File: src/rtl/hazard_ctrl_unit.sv
// Load-use hazard and branch-flush controller for the 5-stage pipeline.
// Stall decisions are combinational from FSM state and inputs; perf counters are saturating.
module hazard_ctrl_unit #(
    parameter int REG_AW   = 5,
    parameter int LOAD_LAT = 1,
    parameter int CNT_W    = 32
) (
    input  logic              clk,
    input  logic              reset,
    input  logic [REG_AW-1:0] rs1_ID,
    input  logic [REG_AW-1:0] rs2_ID,
    input  logic              use_rs1,
    input  logic              use_rs2,
    input  logic [REG_AW-1:0] rd_EX,
    input  logic              MemRead_EX,
    input  logic              branch_taken,
    input  logic              clr_cnt,
    output logic              PC_write,
    output logic              IF_write,
    output logic              HazardMux,
    output logic              flush_IF,
    output logic              flush_ID,
    output logic              stalled,
    output logic [CNT_W-1:0]  stall_count,
    output logic [CNT_W-1:0]  flush_count
);

    localparam int CW = $clog2(LOAD_LAT + 1);

    typedef enum logic {IDLE, STALL} state_t;

    state_t        state;
    logic [CW-1:0] cnt;
    logic          hit;
    logic          stall_now;

    // x0 is hardwired to zero, so a load targeting it never creates a dependency.
    assign hit = MemRead_EX && (rd_EX != '0) &&
                 ((use_rs1 && (rs1_ID == rd_EX)) || (use_rs2 && (rs2_ID == rd_EX)));

    // A taken branch squashes the consumer, so it overrides both a new hit and a pending stall.
    always_comb begin
        stall_now = 1'b0;
        if (!reset && !branch_taken) begin
            if (state == STALL)
                stall_now = 1'b1;
            else if (hit)
                stall_now = 1'b1;
        end
    end

    always_comb begin
        PC_write  = !stall_now;
        IF_write  = !stall_now;
        HazardMux = stall_now;
        flush_IF  = !reset && branch_taken;
        flush_ID  = !reset && branch_taken;
        stalled   = !reset && (state == STALL);
    end

    always_ff @(posedge clk) begin
        if (reset) begin
            state <= IDLE;
            cnt   <= '0;
        end else if (branch_taken) begin
            state <= IDLE;
            cnt   <= '0;
        end else begin
            case (state)
                IDLE: begin
                    if (hit && (LOAD_LAT > 1)) begin
                        state <= STALL;
                        cnt   <= CW'(LOAD_LAT - 1);
                    end
                end
                STALL: begin
                    // The load is already past EX here, so further hits need no extra bubble.
                    if (cnt <= CW'(1)) begin
                        state <= IDLE;
                        cnt   <= '0;
                    end else begin
                        cnt <= cnt - CW'(1);
                    end
                end
                default: begin
                    state <= IDLE;
                    cnt   <= '0;
                end
            endcase
        end
    end

    always_ff @(posedge clk) begin
        if (reset || clr_cnt) begin
            stall_count <= '0;
            flush_count <= '0;
        end else begin
            if (!PC_write && (stall_count != '1))
                stall_count <= stall_count + CNT_W'(1);
            if (branch_taken && (flush_count != '1))
                flush_count <= flush_count + CNT_W'(1);
        end
    end

endmodule

File: config.mk
export PLATFORM = sky130hd
export DESIGN_NAME = hazard_ctrl_unit
export DESIGN_NICKNAME = d
export VERILOG_FILES = /design/src/rtl/hazard_ctrl_unit.sv
export SDC_FILE = /design/constraint.sdc
export NUM_CORES = 1
export LEC_CHECK = 0
export BUFFER_PORTS_ARGS = -buffer_cell sky130_fd_sc_hd__buf_2
export CORE_MARGIN = 3
export CORE_UTILIZATION = 57
export DETAILED_ROUTE_END_ITERATION = 6
export PLACE_DENSITY_LB_ADDON = 0.1
export SLEW_MARGIN = 15
export SYNTH_ARGS = -nofsm -noshare
export SYNTH_HDL_FRONTEND = slang
export SYNTH_SLANG_ARGS = --single-unit
File: constraint.sdc
create_clock -name clk -period 3.1 [get_ports clk]
set_clock_uncertainty 0.15 [all_clocks]
set_input_delay 0.62 -clock clk [delete_from_list [all_inputs] [get_ports clk]]
set_output_delay 0.62 -clock clk [all_outputs]
set_load 0.05 [all_outputs]
Yosys cells after proc, flatten, opt, wreduce, memory -nomap -nowiden
Cells that the tools add are included.
{"block": "word_totals", "register_bits": 66, "input_bits": 22, "out_inout_bits": 70, "wordCells": 35}
{"block": "op_classes", "addsub": 3, "n_lt_le_gt_ge": 1, "eq_ne": 4, "mux": 5, "bitwise_logic": 1, "n_reduce_logical": 17}
{"op": "$add 32x1->32 const B", "n": 2}
{"op": "$ne 32x32->1 const B", "n": 2}
{"op": "$eq 5x5->1", "n": 2}
{"op": "$logic_and 1x1->1", "n": 9}
{"op": "$mux 1", "n": 5}
{"op": "$reduce_bool 5->1", "n": 1}
{"op": "$logic_not 1->1", "n": 3}
{"op": "$reduce_or 3->1", "n": 1}
{"op": "$logic_or 1x1->1", "n": 2}
{"op": "$reduce_or 2->1", "n": 1}
{"op": "$le 1x1->1 const B", "n": 1}
{"op": "$not 1->1", "n": 1}
{"op": "$sub 1x1->1 const B", "n": 1}

Logic depth before layout (Yosys ltp)
Gate-level depths: netlist of run 1.
{"block": "depth", "depth_word": 8, "mapped_depth": 9}

Least setup slack after synthesis of run 1
OpenSTA, ideal clock, no wires.
{"block": "synth_path", "kind": "input to output", "from": "in rd_EX[1]", "to": "out HazardMux", "arrival_time_ps": 2284, "t_required_ps": 2330, "path_slack_ps": 46, "path_stages": 4, "cell_sequence": "or4_1 -> o211a_1 -> nand2_1 -> inv_1"}
{"block": "synth_between", "elab_chain_len": 7, "word_cells_on_any_way": 11, "cone_classes": "eq/ne (2); mux (3); reduce/logical (6)"}
{"item": "from (decl)", "line": "14", "source": "input logic [REG_AW-1:0] rd_EX,"}
{"item": "$eq 5x5->1", "line": "39", "source": "((use_rs1 && (rs1_ID == rd_EX)) || (use_rs2 && (rs2_ID == rd_EX)));"}
{"item": "$logic_and 1x1->1", "line": "39"}
{"item": "$logic_or 1x1->1", "line": "39"}
{"item": "$logic_and 1x1->1 *", "line": "38", "source": "assign hit = MemRead_EX && (rd_EX != '0) &&"}
{"item": "$mux 1 *", "line": "47", "source": "else if (hit)"}
{"item": "$mux 1 *", "line": "45", "source": "if (state == STALL)"}
{"item": "$mux 1 *", "line": "44", "source": "if (!reset && !branch_taken) begin"}
{"item": "to (decl)", "line": "20", "source": "output logic HazardMux,"}
Mark *: on every way between the ends. The rest lies on a longest branch, timed or not.

Worst setup path after layout of run 1
{"block": "layout_path", "from": "in rd_EX[1]", "to": "out IF_write"}
{"block": "layout_between", "elab_chain_len": 8, "word_cells_on_any_way": 12, "cone_classes": "eq/ne (2); mux (3); reduce/logical (7)"}
{"item": "$eq 5x5->1", "line": "39"}
{"item": "$logic_and 1x1->1", "line": "39"}
{"item": "$logic_or 1x1->1", "line": "39"}
{"item": "$logic_and 1x1->1 *", "line": "38"}
{"item": "$mux 1 *", "line": "47"}
{"item": "$mux 1 *", "line": "45"}
{"item": "$mux 1 *", "line": "44"}
{"item": "$logic_not 1->1 *", "line": "54", "source": "IF_write = !stall_now;"}
{"item": "to (decl)", "line": "19", "source": "output logic IF_write,"}
Marks and branches as above.

==> flow_metrics.env, run 1 <==
export IMPL_pre_cts_ws_ns=0.245
export IMPL_hold_slack_ns=0.350
export IMPL_avgViaCountPerCell=5.93
export IMPL_utilization=0.714
export IMPL_ir_drop_uv=290
export IMPL_drt_iter0_drc=217
export IMPL_worst_slack_ns=0.220
export IMPL_r2r_slack_ns=0.67
export IMPL_tritoncts="yes"
export IMPL_io_buffers=90
export IMPL_relSlewSlack=0.479
export IMPL_ys_ff_latch=64
export IMPL_die_y_um=83.2
export IMPL_root_buffer="clkbuf_8"
export IMPL_cellPowerDensity_nw_per_um2=379
export IMPL_synthCells=405
export IMPL_yosysWarnings=0
export IMPL_clockBufferDepth=2
export IMPL_clk_pin_slew_ns=0.06
export IMPL_drv_slew=0
export IMPL_ios=92
export IMPL_hp_class="reg -> reg"
export IMPL_period_minus_slack_ns=2.88
export IMPL_timing_rr_start="stall_count[8]$_SDFFE_PP0P_"
export IMPL_clock_latency_ns=0.33
export IMPL_worstHoldStart="stall_count[27]$_SDFFE_PP0P_"
export IMPL_critical_path_arrival_ns=2.11
export IMPL_numCtsBuffers=9
export IMPL_post_drt_wl_per_cell_um=14.8
export IMPL_initial_utilization=0.602
export IMPL_post_cts_buffers=0
export IMPL_totalWireLength_mm=8.43
export IMPL_grt_pass1_vias=3077
export IMPL_finalCritPeriodShare=0.929
export IMPL_die_area_um2=6920
export IMPL_avgSynthCellArea_um2=8.38
export IMPL_yosys_cell_types_count=52
export IMPL_crit_start="rd_EX[1]"
export IMPL_antenna_found_initial=0
export IMPL_design_area_um2=4030
export IMPL_drtPass1Iterations=4
export IMPL_crit_type="in -> out"
export IMPL_post_dp_hpwl_mm=6.09
export IMPL_clock_fmax_mhz=347
export IMPL_ctsResizeCount=0
export IMPL_synth_seq_area_share=0.377
export IMPL_nNetsFinal=517
export IMPL_hold_buffers=0
export IMPL_status="completed"
export IMPL_synth_edf_count=0
export IMPL_grt_max_degree=31
export IMPL_synth_flop_cell="dfxtp_1"
export IMPL_htreeDepth=3
export IMPL_layout_commonest_cell="buf_2"
export IMPL_area_growth_pct=18.7
export IMPL_cp_end_kind="output pin"
export IMPL_setup_tns_ns=0
export IMPL_routabilityCongestion=0.852
export IMPL_overflow=0
export IMPL_final_cell_mix="buf_2 (90), dfxtp_1 (64), nor2_1 (40)"
export IMPL_core_um2=5640
export IMPL_tightest_slew_ns=0.780
export IMPL_cap_violations=0
export IMPL_via_count=3378
export IMPL_setup_violations=0
export IMPL_fillers=483
export IMPL_drive_gt1_frac=0.251
export IMPL_syn_nets=429
export IMPL_leakagePower_nw=1.56
export IMPL_grt_pass1_wl_mm=14.2
export IMPL_grt_use_total=0.244
export IMPL_row_count=27
export IMPL_drtAntennaViolNets=0
export IMPL_hold_viol=0
export IMPL_synthArstFlopShare=0
export IMPL_crit_fanout=6
export IMPL_clock_sinks=64
export IMPL_rsz0062_at_grt="false"
export IMPL_diodes=0
export IMPL_die_w_um=83.2
export IMPL_start_kind="input pin"
export IMPL_synth_area_um2=3390
export IMPL_drc_errors=0
export IMPL_place_area_um2=3860
export IMPL_required_ns=2.33
-- final cells by class --
type	count	area, µm²	share of cell area
multi-input cells	320	2000	0.497
clock inverters	3	17.5	0.00435
repair buffers	92	465	0.116
clock buffers	13	149	0.0370
well taps	72	90.1	0.0224
flip-flops and latches	64	1280	0.318
inverters	6	22.5	0.00559
-- logic make-up after synthesis --
family,share of synthesized area
and+or+nand+nor,0.344
AOI/OAI and AO/OA,0.126
DFF,0.377
xor gates and xnor gates,0.101
buffers and inverters,0.0324
muxes,0.0118
adders and majority gates,0.00737
other,0.00110
-- cells in the mapped netlist (2+ instances only) --
master	number	area share
nor2_1	40	0.044
a21oi_1	29	0.043
mux2i_1	4	0.012
o21ai_0	28	0.041
and2_1	2	0.0037
or4_1	3	0.0066
buf_6	2	0.0066
dfxtp_1	64	0.38
nand4_1	22	0.041
inv_1	6	0.0066
nand4_2	2	0.0074
nand3_2	3	0.0088
and3_1	11	0.020
buf_4	4	0.0088
xor2_1	19	0.049
nand2_1	35	0.039
or2_2	2	0.0037
clkbuf_1	8	0.0088
o2111ai_1	2	0.0052
xnor2_1	20	0.052
nand3_1	24	0.035
and4_1	5	0.013
or3_1	30	0.055
nor4_1	2	0.0037
ha_1	2	0.0074
nor3_1	10	0.015
-- where the power goes --
group          total (mW)  switching, mW  internal (mW)
logic              0.0845         0.0552         0.0293
clock network       0.617          0.307          0.310
registers           0.824        0.00109          0.823
total                1.53          0.363           1.16
-- final timing paths --
check	to	depth (start not counted)
worst max-delay path	IF_write	5
worst min-delay path	stall_count[27]$_SDFFE_PP0P_	2
worst max register to register	stall_count[27]$_SDFFE_PP0P_	6
worst min register to register	stall_count[27]$_SDFFE_PP0P_	2
-- metal layers --
metal	share of wire	vias up	wire length (µm)	track usage
li1	-	1649	-	-
met1	0.46	1598	3870	0.314
met2	0.46	116	3890	0.409
met3	0.066	15	554	0.0565
met4	0.014	0	114	0.0713
met5	0	-	0	0
-- state kept, by name, summed over array words and instances, names as in the netlist --
name / flops
flush_count: 32
stall_count: 32
-- stage by stage --
stage / power, mW / instances
4_1_cts: 1.54 / 570
3_3_place_gp: 0.925 / 554
3_5_place_dp: 0.927 / 554
6_report: 1.53 / 570
5_1_grt: 1.58 / 570
2_1_floorplan: 0.899 / 405
-- critical path, stage by stage --
cell,delay (ns)
buf_2,0.12
or4_1,0.60
o211a_1,0.27
nand2_1,0.19
buf_2,0.31
(Power assumes the default switching activity.)
==> inputs of run 2 (changes only) <==
--- a/config.mk
+++ b/config.mk
@@ -7,7 +7,7 @@
 export LEC_CHECK = 0
 export BUFFER_PORTS_ARGS = -buffer_cell sky130_fd_sc_hd__buf_2
 export CORE_MARGIN = 3
-export CORE_UTILIZATION = 57
+export CORE_UTILIZATION = 30
 export DETAILED_ROUTE_END_ITERATION = 6
 export PLACE_DENSITY_LB_ADDON = 0.1
 export SLEW_MARGIN = 15
==> run 2 against run 1 <==
Compared with the run above: core utilization is 33 points lower; clock power is 51% higher; via count is 2.2% lower.
==> flow_metrics.env, run 2 (same netlist as run 1, synthesis figures left out) <==
export IMPL_status="completed"
export IMPL_grt_pass1_vias=3154
export IMPL_fillers=1142
export IMPL_post_cts_buffers=0
export IMPL_hold_buffers=0
export IMPL_clock_fmax_mhz=335
export IMPL_final_seq_area_um2=1280
export IMPL_post_dp_hpwl_mm=6.93
export IMPL_crit_family="simple AND/OR/NAND/NOR gates"
export IMPL_drtPass1Iterations=5
export IMPL_root_buffer="clkbuf_16"
export IMPL_drt_iter0_drc=163
export IMPL_crit_start="rd_EX[1]"
export IMPL_post_drt_wl_per_cell_um=14.7
export IMPL_cp_end_kind="output pin"
export IMPL_core_um2=10900
export IMPL_path_depth=5
export IMPL_grt_max_degree=25
export IMPL_layout_commonest_cell="buf_2"
export IMPL_via_count=3304
export IMPL_power_switching_mw=0.415
export IMPL_diodes=0
export IMPL_crit_chain="buf_2 -> or4_1 -> o211a_1 -> nand2_1 -> buf_2"
export IMPL_setup_tns_ns=0
export IMPL_design_area_um2=4240
export IMPL_r2r_slack_ns=0.70
export IMPL_nNetsFinal=520
export IMPL_die_y_um=112
export IMPL_ir_drop_uv=208
export IMPL_drv_slew=0
export IMPL_rsz0062_at_grt="false"
export IMPL_crit_fanout=8
export IMPL_swShare=0.225
export IMPL_hold_viol=0
export IMPL_ctsResizeCount=0
export IMPL_pre_cts_ws_ns=0.0933
export IMPL_critPathMaxStageDelay_ns=0.60
export IMPL_crit_type="in -> out"
export IMPL_combPwrFrac=0.048
export IMPL_cp_common_cell="buf_2"
export IMPL_required_ns=2.33
export IMPL_antenna_found_initial=0
export IMPL_io_buffers=90
export IMPL_total_power_mw=1.85
export IMPL_row_count=38
export IMPL_wl_met2_mm=4.31
export IMPL_drtAntennaViolNets=0
export IMPL_reg2reg_to="stall_count[30]$_SDFFE_PP0P_"
export IMPL_relSlewSlack=0.543
export IMPL_drive_gt1_frac=0.258
export IMPL_overflow=0
export IMPL_endpoint="IF_write"
export IMPL_seq_power_share=0.447
export IMPL_leakagePower_nw=1.63
export IMPL_cellPowerDensity_nw_per_um2=435
export IMPL_top_layer="met4"
export IMPL_worst_path_buf_inv=2
export IMPL_tightest_slew_ns=0.685
export IMPL_p_int_mw=1.43
export IMPL_final_cell_mix="buf_2 (90), dfxtp_1 (64), nor2_1 (40)"
export IMPL_period_minus_slack_ns=2.99
export IMPL_r2r_cells=7
export IMPL_cpMaxStageDelayCell="or4_1"
export IMPL_clockPowerShare=0.506
export IMPL_ios=92
export IMPL_cap_violations=0
export IMPL_grt_pass1_wl_mm=15.8
export IMPL_clockBufferDepth=2
export IMPL_clock_sinks=64
export IMPL_tritoncts="yes"
export IMPL_finalCritPeriodShare=0.964
export IMPL_totalWireLength_mm=9.41
export IMPL_drt_met1_wl_mm=4.40
export IMPL_critical_path_arrival_ns=2.22
export IMPL_clock_latency_ns=0.32
export IMPL_die_w_um=112
export IMPL_worst_slack_ns=0.111
export IMPL_timing_rr_start="stall_count[0]$_SDFFE_PP0P_"
export IMPL_multi_input_area_um2=2000
export IMPL_area_growth_pct=25.0
export IMPL_drc_errors=0
export IMPL_numCtsBuffers=9
export IMPL_clk_pin_slew_ns=0.05
export IMPL_hp_class="reg -> reg"
export IMPL_met3_length_um=562
export IMPL_reg_top3="flush_count: 32 flops, stall_count: 32 flops"
export IMPL_grt_use_total=0.152
export IMPL_avgViaCountPerCell=5.16
export IMPL_die_area_um2=12600
export IMPL_start_kind="input pin"
export IMPL_htreeDepth=3
export IMPL_routabilityCongestion=0.805
export IMPL_place_area_um2=3970
export IMPL_setup_violations=0
export IMPL_initial_utilization=0.310
[run 2: cell types whose count changed in the layout (fill, tap and decap cells not counted), sizes merged]
cell	change
clkbuf	-1
buf	+3
[run 2: power groups by stage]
| stage | Sequential, mW | Clock (mW) | Combinational (mW) |
|---|---|---|---|
| after floorplan | 0.846 | 0 | 0.0528 |
| after global placement | 0.843 | 0 | 0.0883 |
| after detailed placement | 0.843 | 0 | 0.0892 |
| after CTS | 0.825 | 0.956 | 0.0891 |
| after global routing | 0.825 | 1.00 | 0.0957 |
| final | 0.825 | 0.934 | 0.0880 |
[run 2: final cells by class]
cell class / instances / area share
Multi-Input combinational cell: 320 / 0.472
Sequential cell: 64 / 0.302
Timing Repair Buffer: 95 / 0.115
Clock buffer: 12 / 0.0604
Tap cell: 140 / 0.0413
Inverter: 6 / 0.00531
Clock inverter: 3 / 0.00413
[run 2: per-layer routing]
layer | GRT usage | up-vias
met5 | 0 | -
met4 | 0.0537 | 0
met3 | 0.0340 | 12
met2 | 0.243 | 101
met1 | 0.203 | 1542
li1 | - | 1649
[run 2: worst register-to-register path, cell delays in order, from the launching register on]
cell and delay (ns):
dfxtp_1 0.42, ha_1 0.22, nand3_2 0.19, nor2_2 0.35, nand2_1 0.11, or3b_1 0.42, or3_1 0.33, a21oi_1 0.14
[run 2: metrics by stage]
step,hold WS [ns],std cells,util
2_1_floorplan,0.545,405,-
3_3_place_gp,0.327,625,0.363
3_5_place_dp,0.336,625,0.363
4_1_cts,0.344,640,0.388
5_1_grt,0.373,640,0.388
6_report,0.343,640,0.388
[run 2: how the worst min path moves through the flow]
| stage | depth (start not counted) | start | to |
|---|---|---|---|
| after global placement | 2 | flush_count[1]$_SDFFE_PP0P_ | flush_count[1]$_SDFFE_PP0P_ |
| after CTS | 2 | flush_count[1]$_SDFFE_PP0P_ | flush_count[1]$_SDFFE_PP0P_ |
| after detailed placement | 2 | flush_count[1]$_SDFFE_PP0P_ | flush_count[1]$_SDFFE_PP0P_ |
| after global routing | 2 | flush_count[1]$_SDFFE_PP0P_ | flush_count[1]$_SDFFE_PP0P_ |
| after floorplan | 2 | flush_count[1]$_SDFFE_PP0P_ | flush_count[1]$_SDFFE_PP0P_ |
| final | 2 | flush_count[1]$_SDFFE_PP0P_ | flush_count[1]$_SDFFE_PP0P_ |
==> inputs of run 3 (changes only) <==
==> constraint.sdc (replaced) <==
create_clock -name clk -period 3.1 [get_ports clk]
set_clock_uncertainty 0.15 [all_clocks]
set_input_delay 0 -clock clk [delete_from_list [all_inputs] [get_ports clk]]
set_output_delay 0 -clock clk [all_outputs]
set_load 0.05 [all_outputs]
==> run 3 against run 2 <==
Compared with the run above: worst hold slack worse by 0.30 ns; final area is 2.2% higher; register-to-register slack worse by 0.06 ns; final cell count is 0.16% higher; non-clock buffer count stayed put; sequential power hardly changed; clock power is 27% higher.
==> flow_metrics.env, run 3 (same netlist as run 1, synthesis figures left out) <==
export IMPL_clock_sinks=64
export IMPL_layout_commonest_cell="buf_2"
export IMPL_drt_iter0_drc=134
export IMPL_overflow=0
export IMPL_ir_drop_uv=211
export IMPL_cp_end_kind="flip-flop"
export IMPL_grt_pass1_wl_mm=15.2
export IMPL_antenna_found_initial=0
export IMPL_cap_violations=0
export IMPL_via_count=3186
export IMPL_start_kind="flip-flop"
export IMPL_multi_input_area_um2=2000
export IMPL_rsz0062_at_grt="false"
export IMPL_die_area_um2=12600
export IMPL_tritoncts="yes"
export IMPL_final_cell_mix="buf_2 (90), dfxtp_1 (64), nor2_1 (40)"
export IMPL_htreeDepth=3
export IMPL_tightest_slew_ns=0.867
export IMPL_critical_path_arrival_ns=2.56
export IMPL_finalCritPeriodShare=0.794
export IMPL_r2r_slack_ns=0.64
export IMPL_routabilityCongestion=0.852
export IMPL_drtPass1Iterations=4
export IMPL_drive_gt1_frac=0.253
export IMPL_die_y_um=112
export IMPL_total_power_mw=2.11
export IMPL_row_count=38
export IMPL_nNetsFinal=520
export IMPL_post_drt_wl_per_cell_um=14.4
export IMPL_required_ns=3.20
export IMPL_clockBufferDepth=2
export IMPL_grt_pass1_vias=3005
export IMPL_final_seq_area_um2=1280
export IMPL_hold_slack_ns=0.0429
export IMPL_setup_violations=0
export IMPL_hold_viol=0
export IMPL_grt_use_total=0.147
export IMPL_grt_max_degree=42
export IMPL_core_um2=10900
export IMPL_cellPowerDensity_nw_per_um2=486
export IMPL_crit_fanout=11
export IMPL_status="completed"
export IMPL_initial_utilization=0.310
export IMPL_reg_top3="flush_count: 32 flops, stall_count: 32 flops"
export IMPL_setup_tns_ns=0
export IMPL_fillers=1117
export IMPL_clk_pin_slew_ns=0.06
export IMPL_diodes=0
export IMPL_area_growth_pct=27.7
export IMPL_period_minus_slack_ns=2.46
export IMPL_hp_class="in -> reg"
export IMPL_clock_fmax_mhz=406
export IMPL_totalWireLength_mm=9.24
export IMPL_relSlewSlack=0.422
export IMPL_avgViaCountPerCell=4.97
export IMPL_drc_errors=0
export IMPL_io_buffers=90
export IMPL_drtAntennaViolNets=0
export IMPL_crit_type="reg -> reg"
export IMPL_numCtsBuffers=9
export IMPL_ios=92
export IMPL_clock_latency_ns=0.32
export IMPL_utilization=0.396
export IMPL_leakagePower_nw=1.66
export IMPL_drv_slew=0
export IMPL_root_buffer="clkbuf_16"
export IMPL_post_dp_hpwl_mm=6.70
export IMPL_die_w_um=112
==> run 3: cell count changes in the layout (fill, tap and decap cells not counted), sizes merged <==
cell,change
bufinv,+3
buf,-4
clkinv,-1
dlygate4sd3,+4
clkbuf,-1
==> run 3: final cells by class <==
cell class / instances / area share
Multi-Input combinational cell: 320 / 0.462
Sequential cell: 64 / 0.296
Timing Repair Buffer: 95 / 0.115
Clock buffer: 11 / 0.0583
Tap cell: 140 / 0.0404
Clock inverter: 5 / 0.0237
Inverter: 6 / 0.00519
==> run 3: final timing paths <==
| path | cells past startpoint | to | startpoint |
|---|---|---|---|
| worst max register to register | 6 | stall_count[27]$_SDFFE_PP0P_ | stall_count[8]$_SDFFE_PP0P_ |
| worst min-delay path | 5 | stall_count[28]$_SDFFE_PP0P_ | MemRead_EX |
| worst min register to register | 2 | flush_count[1]$_SDFFE_PP0P_ | flush_count[1]$_SDFFE_PP0P_ |
| worst max-delay path | 6 | stall_count[27]$_SDFFE_PP0P_ | stall_count[8]$_SDFFE_PP0P_ |
==> run 3: timing repair <==
| item | CTS | global route |
|---|---|---|
| hold buffers | 4 | 0 |
| gates resized for setup | 0 | 0 |
| setup endpoints to repair | 0 | 0 |
| buffers inserted | 0 | 0 |
| hold endpoints to repair | 5 | 0 |
==> run 3: through the flow <==
step	worst slack [ns]	std cells	instance area (µm²)
after floorplan	0.631	405	3390
after global placement	0.770	621	3940
after detailed placement	0.681	621	3940
after CTS	0.663	641	4340
after global routing	0.444	641	4340
final	0.640	641	4340
==> run 3: power by group <==
group          internal (mW)  switching, mW
clock network          0.827          0.364
logic                 0.0325         0.0567
registers              0.824        0.00113
==> run 3: layer usage <==
metal  up-vias  part of all wire  track usage  wire (µm)
li1       1645                 -            -          -
met4         0             0.010       0.0449         93
met1      1446              0.49        0.200       4510
met3         7             0.057       0.0361        524
met2        88              0.45        0.231       4110
met5         -                 0            0          0
==> run 3: critical path: stages (launching register included) <==
cell and delay, ns:
dfxtp_1 0.45, and4_4 0.30, and3_1 0.18, and3_1 0.19
o2111ai_1 0.37, or4_1 0.59, a21oi_1 0.15
